## src/rtl/icache_refill_ctrl.sv

```systemverilog
// Instruction-cache miss/refill sequencer: one line-aligned bus read per miss, beat assembly, victim pick, single-cycle array write.
// Optional perf counters are enabled by defining ICACHE_REFILL_PERF_EN.
module icache_refill_ctrl #(
  parameter int PLEN                = 32,
  parameter int ICACHE_LINE_WIDTH   = 256,
  parameter int BUS_WIDTH           = 64,
  parameter int ICACHE_SET_ASSOC    = 4,
  parameter int ICACHE_INDEX_WIDTH  = 6,
  parameter int ICACHE_OFFSET_WIDTH = 5,
  parameter int ICACHE_TAG_WIDTH    = PLEN - ICACHE_INDEX_WIDTH - ICACHE_OFFSET_WIDTH
) (
  input  logic                          clk_i,
  input  logic                          rst_i,
  input  logic                          miss_valid_i,
  output logic                          miss_ready_o,
  input  logic [PLEN-1:0]               miss_paddr_i,
  input  logic [ICACHE_SET_ASSOC-1:0]   miss_way_valid_i,
  input  logic                          flush_i,
  output logic                          mem_req_valid_o,
  input  logic                          mem_req_ready_i,
  output logic [PLEN-1:0]               mem_req_addr_o,
  input  logic                          mem_rsp_valid_i,
  input  logic [BUS_WIDTH-1:0]          mem_rsp_data_i,
  input  logic                          mem_rsp_last_i,
  output logic                          refill_we_o,
  output logic [ICACHE_SET_ASSOC-1:0]   refill_way_o,
  output logic [ICACHE_INDEX_WIDTH-1:0] refill_index_o,
  output logic [ICACHE_TAG_WIDTH-1:0]   refill_tag_o,
  output logic [ICACHE_LINE_WIDTH-1:0]  refill_data_o,
  output logic                          refill_done_o,
  output logic                          busy_o
`ifdef ICACHE_REFILL_PERF_EN
  ,
  output logic [31:0]                   perf_refill_cnt_o,
  output logic [31:0]                   perf_stall_cycles_o
`endif
);

  localparam int BEATS = ICACHE_LINE_WIDTH / BUS_WIDTH;
  localparam int CNT_W = (BEATS > 1) ? $clog2(BEATS) : 1;
  localparam int PTR_W = (ICACHE_SET_ASSOC > 1) ? $clog2(ICACHE_SET_ASSOC) : 1;
  localparam int OFF   = ICACHE_OFFSET_WIDTH;

  typedef enum logic [1:0] {IDLE, REQ, RECV, WRITE} state_t;

  state_t                         state_q, state_d;
  logic [CNT_W-1:0]               cnt_q;
  logic [PTR_W-1:0]               ptr_q;
  logic                           flush_pend_q, from_ptr_q;
  logic [PLEN-1:0]                addr_q;
  logic [ICACHE_SET_ASSOC-1:0]    way_q, victim;
  logic                           victim_from_ptr;
  logic [ICACHE_INDEX_WIDTH-1:0]  idx_q;
  logic [ICACHE_TAG_WIDTH-1:0]    tag_q;
  logic [ICACHE_LINE_WIDTH-1:0]   line_q;
  logic                           last_beat;

  // Beat count alone sequences the line; the bus last marker and offset bits are informational.
  logic unused_bits;
  assign unused_bits = ^{mem_rsp_last_i, miss_paddr_i[OFF-1:0]};

  assign last_beat      = mem_rsp_valid_i && (cnt_q == CNT_W'(BEATS - 1));
  assign mem_req_addr_o = addr_q;
  assign refill_way_o   = way_q;
  assign refill_index_o = idx_q;
  assign refill_tag_o   = tag_q;
  assign refill_data_o  = line_q;

  // First invalid way wins; a full set falls back to the round-robin pointer.
  always_comb begin
    victim          = '0;
    victim_from_ptr = 1'b1;
    for (int w = 0; w < ICACHE_SET_ASSOC; w++) begin
      if (!miss_way_valid_i[w] && victim_from_ptr) begin
        victim[w]       = 1'b1;
        victim_from_ptr = 1'b0;
      end
    end
    if (victim_from_ptr) victim = ICACHE_SET_ASSOC'(1) << ptr_q;
  end

  always_ff @(posedge clk_i or posedge rst_i) begin
    if (rst_i) state_q <= IDLE;
    else       state_q <= state_d;
  end

  always_comb begin
    state_d         = state_q;
    miss_ready_o    = 1'b0;
    mem_req_valid_o = 1'b0;
    refill_we_o     = 1'b0;
    refill_done_o   = 1'b0;
    busy_o          = (state_q != IDLE);
    case (state_q)
      IDLE: begin
        miss_ready_o = 1'b1;
        if (miss_valid_i) state_d = REQ;
      end
      REQ: begin
        mem_req_valid_o = 1'b1;
        if (mem_req_ready_i) state_d = RECV;
      end
      RECV: if (last_beat) state_d = WRITE;
      WRITE: begin
        refill_done_o = 1'b1;
        refill_we_o   = !(flush_pend_q || flush_i);
        state_d       = IDLE;
      end
      default: state_d = IDLE;
    endcase
  end

  always_ff @(posedge clk_i or posedge rst_i) begin
    if (rst_i) begin
      cnt_q        <= '0;
      ptr_q        <= '0;
      flush_pend_q <= 1'b0;
      from_ptr_q   <= 1'b0;
      addr_q       <= '0;
      way_q        <= '0;
      idx_q        <= '0;
      tag_q        <= '0;
      line_q       <= '0;
    end else begin
      case (state_q)
        IDLE: if (miss_valid_i) begin
          addr_q       <= {miss_paddr_i[PLEN-1:OFF], {OFF{1'b0}}};
          idx_q        <= miss_paddr_i[OFF +: ICACHE_INDEX_WIDTH];
          tag_q        <= miss_paddr_i[PLEN-1 -: ICACHE_TAG_WIDTH];
          way_q        <= victim;
          from_ptr_q   <= victim_from_ptr;
          flush_pend_q <= 1'b0;
        end
        REQ: begin
          if (flush_i)         flush_pend_q <= 1'b1;
          if (mem_req_ready_i) cnt_q <= '0;
        end
        RECV: begin
          if (flush_i) flush_pend_q <= 1'b1;
          if (mem_rsp_valid_i) begin
            for (int b = 0; b < BEATS; b++)
              if (cnt_q == CNT_W'(b)) line_q[b*BUS_WIDTH +: BUS_WIDTH] <= mem_rsp_data_i;
            cnt_q <= cnt_q + CNT_W'(1);
          end
        end
        WRITE: begin
          flush_pend_q <= 1'b0;
          // Pointer only advances when it actually chose a way that got written.
          if (refill_we_o && from_ptr_q)
            ptr_q <= (ptr_q == PTR_W'(ICACHE_SET_ASSOC - 1)) ? '0 : ptr_q + PTR_W'(1);
        end
        default: ;
      endcase
    end
  end

`ifdef ICACHE_REFILL_PERF_EN
  always_ff @(posedge clk_i or posedge rst_i) begin
    if (rst_i) begin
      perf_refill_cnt_o   <= '0;
      perf_stall_cycles_o <= '0;
    end else begin
      if (refill_we_o) perf_refill_cnt_o   <= perf_refill_cnt_o + 32'd1;
      if (busy_o)      perf_stall_cycles_o <= perf_stall_cycles_o + 32'd1;
    end
  end
`endif

endmodule

```

## config.mk

```make
export PLATFORM = sky130hd
export DESIGN_NAME = icache_refill_ctrl
export DESIGN_NICKNAME = d
export VERILOG_FILES = /design/src/rtl/icache_refill_ctrl.sv
export SDC_FILE = /design/constraint.sdc
export NUM_CORES = 1
export LEC_CHECK = 0
export CAP_MARGIN = 30
export CORE_MARGIN = 8
export CORE_UTILIZATION = 40
export CTS_CLUSTER_SIZE = 16
export DETAILED_ROUTE_END_ITERATION = 10
export GPL_TIMING_DRIVEN = 0
export PLACE_DENSITY_LB_ADDON = 0.08
export SYNTH_ARGS = -nofsm -noshare
export SYNTH_HDL_FRONTEND = slang
export SYNTH_SLANG_ARGS = --single-unit
export TNS_END_PERCENT = 10
```

## constraint.sdc

```tcl
create_clock -name clk_i -period 11 [get_ports clk_i]
set_input_delay 2.75 -clock clk_i [delete_from_list [all_inputs] [get_ports clk_i]]
set_output_delay 2.75 -clock clk_i [all_outputs]
set_load 0.005 [all_outputs]
```

==> Yosys cells after proc, flatten, opt, wreduce, memory -nomap -nowiden <==
Cells that the tools add are included.
{ "op_classes": {"add_sub_neg": 2, "n_eq_ne": 12, "n_shift": 1, "mux": 24, "n_reduce_logical": 24} }
{ "op_table": {"columns": ["cell", "n"], "rows": [
  ["AND reduction 3 bit", 6],
  ["two-way mux 1 bit", 14],
  ["two-way mux 2 bit", 6],
  ["== test 2 bit, second input constant", 5],
  ["!= test 2 bit, second input constant", 4],
  ["one-hot mux 2 bit (4 select lines)", 1],
  ["AND reduction 2 bit", 3],
  ["logical AND 1 bit", 5],
  ["adder 2 x 1 -> 2 bit, second input constant", 2],
  ["== test 2 x 1 -> 1 bit, second input constant", 2],
  ["zero test 1 bit", 4],
  ["zero test 2 bit", 2],
  ["two-way mux 4 bit", 1],
  ["one-hot mux 2 bit (2 select lines)", 1],
  ["nonzero test 2 bit", 2],
  ["<< shifter 1 x 2 -> 4 bit, first input constant", 1],
  ["one-hot mux 1 bit (3 select lines)", 1],
  ["!= test 2 x 1 -> 1 bit, second input constant", 1],
  ["OR reduction 2 bit", 1],
  ["logical OR 1 bit", 1]
]} }
{ "word_totals": {"ff_bits": 322, "in_bits": 107, "elab_cells": 76} }

==> Longest topological paths before layout <==
Gate-level depths: netlist (run 1).
{ "logic_depth": {"word_depth": 8, "mapped_depth": 6} }

==> Worst setup path before layout (run 1) <==
No wires, ideal clock.
{ "synth_path": {"kind": "input to output", "startpoint": "in flush_i", "endpoint": "out refill_we_o", "arrival_ps": 2956, "required_time_ps": 8250, "setup_slack_ps": 5294, "cell_stages": 1, "cell_sequence": "nor3b_1"} }
{ "synth_via": {"elab_chain_len": 3} }
{ "synth_rtl": {"columns": ["element", "line", "rtl"], "rows": [
  ["start: declaration", "18", "input logic flush_i,"],
  ["logical OR 1 bit", "106", "refill_we_o = !(flush_pend_q || flush_i);"],
  ["zero test 1 bit", "106", null],
  ["two-way mux 1 bit", "94", "case (state_q)"],
  ["end: declaration", "25", "output logic refill_we_o,"]
]} }
No other way between the ends.

==> Final worst setup path (run 1) <==
Ends and elaborated chain as after synthesis.

==> summary.txt, run 1 <==
Setup violators final = 0
Unrepaired setup endpoints after global routing = no
Die width = 185.7 um
Avg Inst Size Synth = 16.29 um2
Critical Path Fanout Max = 3
Met3 Usage GRT = 6.832%
Final Cell Area = 17340 um2
TritonCTS clock tree = built
IO Port Bufs = 418
Yosys warning count = 0
Overflow after GRT = 0
Num ports = 431
Die area = 34480 um2
Synth unique cells = 31
Setup WS pre-CTS = 4299 ps
Num CTS Buffers = 34
Crit path capture type = output port
Clock Skew = 11.69 ps
Placed Area = 16260 um2
Worst Hold Class = flop to flop
Largest net degree at the start of global routing = 107
CTS sink count = 295
Setup CP Type = primary input to output port
Max-slew violation count = 0
First-pass GRT wire length = 48.60 mm
Post-layout power = 5.031 mW
Routed len/inst = 20.52 um
Final worst-path cycle share = 60.88%
Flop pwr share = 36.7%
Met1 GRT Util = 21.50%
FMAX = 149.3 MHz
Least-Margin Pin Slew = 733.6 ps
WL final = 32.34 mm
Inst Count DP = 1515
Worst vdd rail ir drop = 0.1820 mV
TritonRoute pass-1 iters = 4
Final net count = 1287
Die H = 185.7 um
Resized cells post-CTS = 0
Pint = 3.670 mW
Post-Syn Area = 11520 um2
Share of cells above drive strength 1 = 32.41%
MaxCap Viol Count = 0
Status = completed
# DRC = 0
Clk pwr share = 21.2%
Seq/Total Area, Yosys = 64.10%
Initial antenna violation count = 2
Post-CTS Setup Inserts = 0
H-tree depth = 2
Hold_buf cts = 0
Post-DRT Antenna Nets = 0
Busiest grt layer = met2
Pwr Density = 290.2 nW/um2
Final hold violation count = 0
Core ar. = 28550 um2
WHS = 472.8 ps
DR iter-0 viols = 226
Area Growth Syn to Fin = 50.53%
Cells after synthesis = 707
Total track usage = 18.36%
Logic pwr share = 42.1%
DP Wirelength = 24.24 mm
Setup TNS = 0 ps
Worst setup margin = 4303 ps
CTS Root Buffer Type = clkbuf_16
Fin crit period = 6697 ps
Crit start category = primary input
#FFs+latches synth = 295
WP data arrival = 3950 ps
Vias = 7385
Placement row count = 62
Initial core utilization = 40.34%
Clock Tree Buf Depth = 3
Sw frac = 27.06%
Gpl congestion = 0.7488
Finished Layout Cells = 1576
Drt via density = 4.686
Clk_lat worst skew = 490 ps
Final Core Density = 60.73%
Met2 global-route usage = 31.40%
Slew Limit Headroom = 51.10%
Worst-path clk slew = 50 ps
Vias in the first global route = 7821
Leak = 7.680 nW
Worst EP required = 8250 ps
Net switching power figure = 1.361 mW
cell usage after synthesis:
cell | number | area [um2]
a211oi_1 | 1 | 7.510
a21o_1 | 2 | 15.01
a21oi_1 | 1 | 5.000
a221o_1 | 2 | 20.02
a22o_1 | 1 | 8.760
buf_2 | 21 | 105.1
buf_4 | 35 | 262.8
buf_6 | 5 | 56.30
conb_1 | 1 | 3.750
dfrtp_1 | 295 | 7382
ha_1 | 13 | 162.7
inv_1 | 9 | 33.78
mux2_1 | 16 | 180.2
mux2_2 | 268 | 3018
nand2_1 | 6 | 22.52
nand2b_1 | 2 | 12.51
nand3_1 | 3 | 15.01
nand3_2 | 1 | 10.01
nand3_4 | 3 | 52.55
nand4_1 | 1 | 6.260
nor2_1 | 3 | 11.26
nor2b_1 | 5 | 31.28
nor3b_1 | 2 | 15.01
nor4bb_1 | 1 | 10.01
o21a_1 | 1 | 7.510
o21ai_0 | 4 | 20.02
o21bai_1 | 1 | 7.510
o221ai_1 | 1 | 8.760
o22a_1 | 1 | 8.760
o31ai_1 | 1 | 7.510
o32a_1 | 1 | 10.01
cell families (layout without fill, tap and decap cells):
family,count (synthesis),in the layout,share of synthesized area (%)
AOI/OAI and AO/OA,17,17,1.097
adders and majority gates,13,13,1.412
buffers and inverters,70,550,3.976
DFF,295,295,64.10
muxes,284,284,27.77
other,1,6,0.03256
and+or+nand+nor,27,27,1.619
cell type report:
type | count | area, um2
diodes | 1 | 2.502
plain buffers | 61 | 424.2
clock buffers | 52 | 1032
clock inverters | 8 | 42.54
fillers | 2305 | 11210
inverters | 9 | 41.29
multi-input cells | 346 | 3692
flip-flops and latches | 295 | 7382
well taps | 384 | 480.5
repair buffers | 420 | 4239
routing by layer:
layer,up-vias,part of all wire (%)
met1,3709,38
met3,46,9.6
met4,4,2.1
met5,-,0.090
met2,242,50
li1,3384,-
path summary, 6_finish.rpt:
kind                            slack (ps)                             end  depth (start not counted)                         from
worst max-delay path                  4300                     refill_we_o                          3                      flush_i
worst max register to register        9030  refill_data_o[184]$_DFFE_PP0P_                          6       state_q[0]$_DFFE_PP0P_
worst min-delay path                   470     refill_way_o[3]$_DFFE_PP0P_                          2  refill_way_o[3]$_DFFE_PP0P_
min in group asynchronous             2810  refill_data_o[205]$_DFFE_PP0P_                          2                        rst_i
worst min register to register         470     refill_way_o[3]$_DFFE_PP0P_                          2  refill_way_o[3]$_DFFE_PP0P_
max in group asynchronous             7200   refill_data_o[47]$_DFFE_PP0P_                          3                        rst_i
cell usage in the layout (no fill, tap or decap), drive strengths merged:
cell type	netlist	routed
nor2b	5	5
o31ai	1	1
nand4	1	1
clkinvlp	0	1
o21a	1	1
a211oi	1	1
ha	13	13
inv	9	9
nand2	6	6
nand2b	2	2
o221ai	1	1
o21bai	1	1
a21o	2	2
a221o	2	2
clkbuf	0	52
nand3	7	7
mux2	284	284
nor2	3	3
o22a	1	1
a22o	1	1
o32a	1	1
conb	1	5
buf	61	63
nor4bb	1	1
o21ai	4	4
nor3b	2	2
a21oi	1	1
dfrtp	295	295
diode	0	1
clkdlybuf4s50	0	418
clkinv	0	7
worst max-delay path, stage by stage:
cell and delay [ps]:
clkdlybuf4s50_1 440, nor3b_1 200, clkdlybuf4s50_1 560
state kept, by name (all words and copies together) (netlist names):
| name | cells |
|---|---|
| refill_index_o | 5 |
| refill_data_o | 256 |
| cnt_q | 2 |
| refill_way_o | 4 |
| from_ptr_q | 1 |
| state_q | 2 |
| refill_tag_o | 21 |
| ptr_q | 2 |
| flush_pend_q | 1 |
| mem_req_addr_o | 1 |
power by group through the flow:
stage          Sequential [mW]  Clock (mW)  Combinational (mW)
3_5_place_dp              1.87           0                2.16
5_1_grt                   1.92        1.15                2.26
6_report                  1.84        1.07                2.12
3_3_place_gp              1.85           0                2.13
2_1_floorplan             1.89           0               0.714
4_1_cts                   1.85        1.10                2.16
Power figures use the tool's default switching activity.
==> run 2: changes to the inputs <==
--- a/config.mk
+++ b/config.mk
@@ -7,7 +7,7 @@
 export LEC_CHECK = 0
 export CAP_MARGIN = 30
 export CORE_MARGIN = 8
-export CORE_UTILIZATION = 40
+export CORE_UTILIZATION = 44
 export CTS_CLUSTER_SIZE = 16
 export DETAILED_ROUTE_END_ITERATION = 10
 export GPL_TIMING_DRIVEN = 0
==> constraint.sdc (replaced) <==
create_clock -name clk_i -period 6.9 [get_ports clk_i]
set_input_delay 1.725 -clock clk_i [delete_from_list [all_inputs] [get_ports clk_i]]
set_output_delay 1.725 -clock clk_i [all_outputs]
set_load 0.005 [all_outputs]
==> run 2 against run 1 <==
Register-to-register slack got worse by 4100 ps; final area increased by 0.13%; clock-buffer cell count decreased by 6; core utilization increased by 6.3 points; non-clock buffer count increased by 6; via count increased by 0.19%; sequential power increased by 60%; die area decreased by 8.3%; sequential share of layout area decreased by 0.055 points; largest cell class unchanged; largest power group unchanged; highest routed layer unchanged.
==> summary.txt, run 2 (synthesized netlist as in run 1, its figures left out) <==
Status = completed (unchanged)
H-tree depth = 1 (was 2)
Clock Skew = 10.54 ps (was 11.69 ps)
CTS Root Buffer Type = clkbuf_16 (unchanged)
TritonCTS clock tree = built (unchanged)
Setup CP Type = primary input to output port (unchanged)
Overflow after GRT = 0 (unchanged)
Area Growth Syn to Fin = 50.72% (was 50.53%)
# DRC = 0 (unchanged)
FMAX = 215.7 MHz
Critical Path Fanout Max = 3 (unchanged)
Vias = 7399 (was 7385)
Final hold violation count = 0 (unchanged)
Max-slew violation count = 0 (unchanged)
Worst setup margin = 2264 ps (was 4303 ps)
Clock Tree Buf Depth = 3 (unchanged)
Setup violators final = 0 (unchanged)
Final net count = 1289 (was 1287)
Gpl congestion = 0.7520 (was 0.7488)
Post-CTS Setup Inserts = 0 (unchanged)
Initial antenna violation count = 1 (was 2)
Post-layout power = 8.045 mW (was 5.031 mW)
Most frequent CP cell = clkdlybuf4s50_1 (unchanged)
Drt via density = 4.845 (was 4.686)
Leak = 7.712 nW (was 7.680 nW)
Worst Hold Class = flop to flop (unchanged)
Worst EP required = 5180 ps (was 8250 ps)
Fill cell total of the finished layout = 1921 (was 2305)
IO Port Bufs = 418 (unchanged)
Post-DRT Antenna Nets = 0 (unchanged)
Critical path, cell by cell = clkdlybuf4s50_1 > nor3b_1 > clkdlybuf4s50_1 (unchanged)
Core ar. = 25910 um2 (was 28550 um2)
WHS = 481.1 ps (was 472.8 ps)
Flop pwr share = 36.7% (about the same)
CTS sink count = 295 (unchanged)
Largest stage delay on the critical path = 560 ps (about the same)
Vias in the first global route = 7831 (was 7821)
Commonest non-fill, non-tap cell in the layout = clkdlybuf4s50_1 (unchanged)
CP max stage cell = clkdlybuf4s50_1 (unchanged)
Least-Margin Pin Slew = 792.2 ps (was 733.6 ps)
Logic pwr share = 42.1% (about the same)
Initial core utilization = 44.45% (was 40.34%)
Setup WS pre-CTS = 2276 ps (was 4299 ps)
WL final = 32.29 mm (was 32.34 mm)
Largest net degree at the start of global routing = 41 (was 107)
Share of cells above drive strength 1 = 32.72% (was 32.41%)
Num ports = 431 (unchanged)
DP Wirelength = 24.80 mm (was 24.24 mm)
Fin crit period = 4636 ps
Pint = 5.879 mW (was 3.670 mW)
Num CTS Buffers = 30 (was 34)
Net switching power figure = 2.166 mW (was 1.361 mW)
Worst-path clk slew = 60 ps (was 50 ps)
Clk_lat worst skew = 540 ps (was 490 ps)
Total track usage = 19.78% (was 18.36%)
Sw frac = 26.93% (was 27.06%)
WP data arrival = 2910 ps (was 3950 ps)
Clk pwr share = 21.2% (about the same)
First-pass GRT wire length = 48.18 mm (was 48.60 mm)
Crit start category = primary input (unchanged)
Crit path capture type = output port (unchanged)
Pwr Density = 463.5 nW/um2 (was 290.2 nW/um2)
Commonest non-fill, non-tap cells in the layout = clkdlybuf4s50_1 (418), dfrtp_1 (295), mux2_2 (268) (unchanged)
DR iter-0 viols = 309 (was 226)
Resized cells post-CTS = 0 (unchanged)
TritonRoute pass-1 iters = 4 (unchanged)
Worst Path Buf+Inv = 2 (unchanged)
Ant diodes = 0 (was 1)
Final Core Density = 67.00% (was 60.73%)
Die area = 31610 um2 (was 34480 um2)
Largest register FFs = 256 (unchanged)
CP delay by family, top = buffers and inverters (unchanged)
Die H = 177.8 um (was 185.7 um)
Final worst-path cycle share = 67.18%
Routed len/inst = 21.15 um (was 20.52 um)
Placement row count = 59 (was 62)
Slew Limit Headroom = 47.08% (was 51.10%)
Die width = 177.8 um (was 185.7 um)
Unrepaired setup endpoints after global routing = no (unchanged)
MaxCap Viol Count = 0 (unchanged)
Hold_buf cts = 0 (unchanged)
Worst vdd rail ir drop = 0.2835 mV (was 0.1820 mV)
run 2: final timing paths:
| path | startpoint | slack (ps) | cells after the start | endpoint |
|---|---|---|---|---|
| worst min-delay path | refill_way_o[2]$_DFFE_PP0P_ | 480 | 1 | refill_way_o[2]$_DFFE_PP0P_ |
| worst max-delay path | flush_i | 2260 | 3 | refill_we_o |
| max in group asynchronous | rst_i | 3840 | 6 | refill_data_o[76]$_DFFE_PP0P_ |
| min in group asynchronous | rst_i | 1680 | 2 | refill_tag_o[7]$_DFFE_PP0P_ |
| worst min register to register | refill_way_o[2]$_DFFE_PP0P_ | 480 | 1 | refill_way_o[2]$_DFFE_PP0P_ |
| worst max register to register | state_q[0]$_DFFE_PP0P_ | 4930 | 5 | refill_index_o[3]$_DFFE_PP0P_ |
run 2: area by class of cell:
cell class / instances / area (um2) / share of cell area, %
clock buffer: 46 / 912.1 / 5.254
tap: 335 / 419.2 / 2.415
inverter: 9 / 37.54 / 0.2162
buffer: 61 / 424.2 / 2.443
sequential: 295 / 7382 / 42.53
clock inverter: 9 / 147.6 / 0.8505
timing repair buffer: 426 / 4344 / 25.03
multi-input combinational: 346 / 3692 / 21.27
run 2: power by group through the flow:
stage	clock network [mW]	logic (mW)	registers (mW)
final	1.71	3.39	2.95
after CTS	1.75	3.47	2.96
after detailed placement	0	3.45	2.98
after floorplan	0	1.14	3.01
after global routing	1.81	3.61	3.06
after global placement	0	3.40	2.95
run 2: layer usage:
metal,global-route usage [%],up-vias,part of all wire (%)
met5,0,-,0.040
met4,4.550,2,2.0
met3,7.085,41,9.2
met2,33.89,238,50
met1,23.51,3740,39
li1,-,3378,-
run 2: per-stage QoR:
| step | instance area (um2) | instances | setup TNS, ps |
|---|---|---|---|
| 6_report | 17360 | 1527 | 0 |
| 5_1_grt | 17360 | 1527 | 0 |
| 4_1_cts | 17360 | 1527 | 0 |
| 3_5_place_dp | 16300 | 1472 | 0 |
| 3_3_place_gp | 16140 | 1464 | -272980 |
| 2_1_floorplan | 11540 | 711 | 0 |
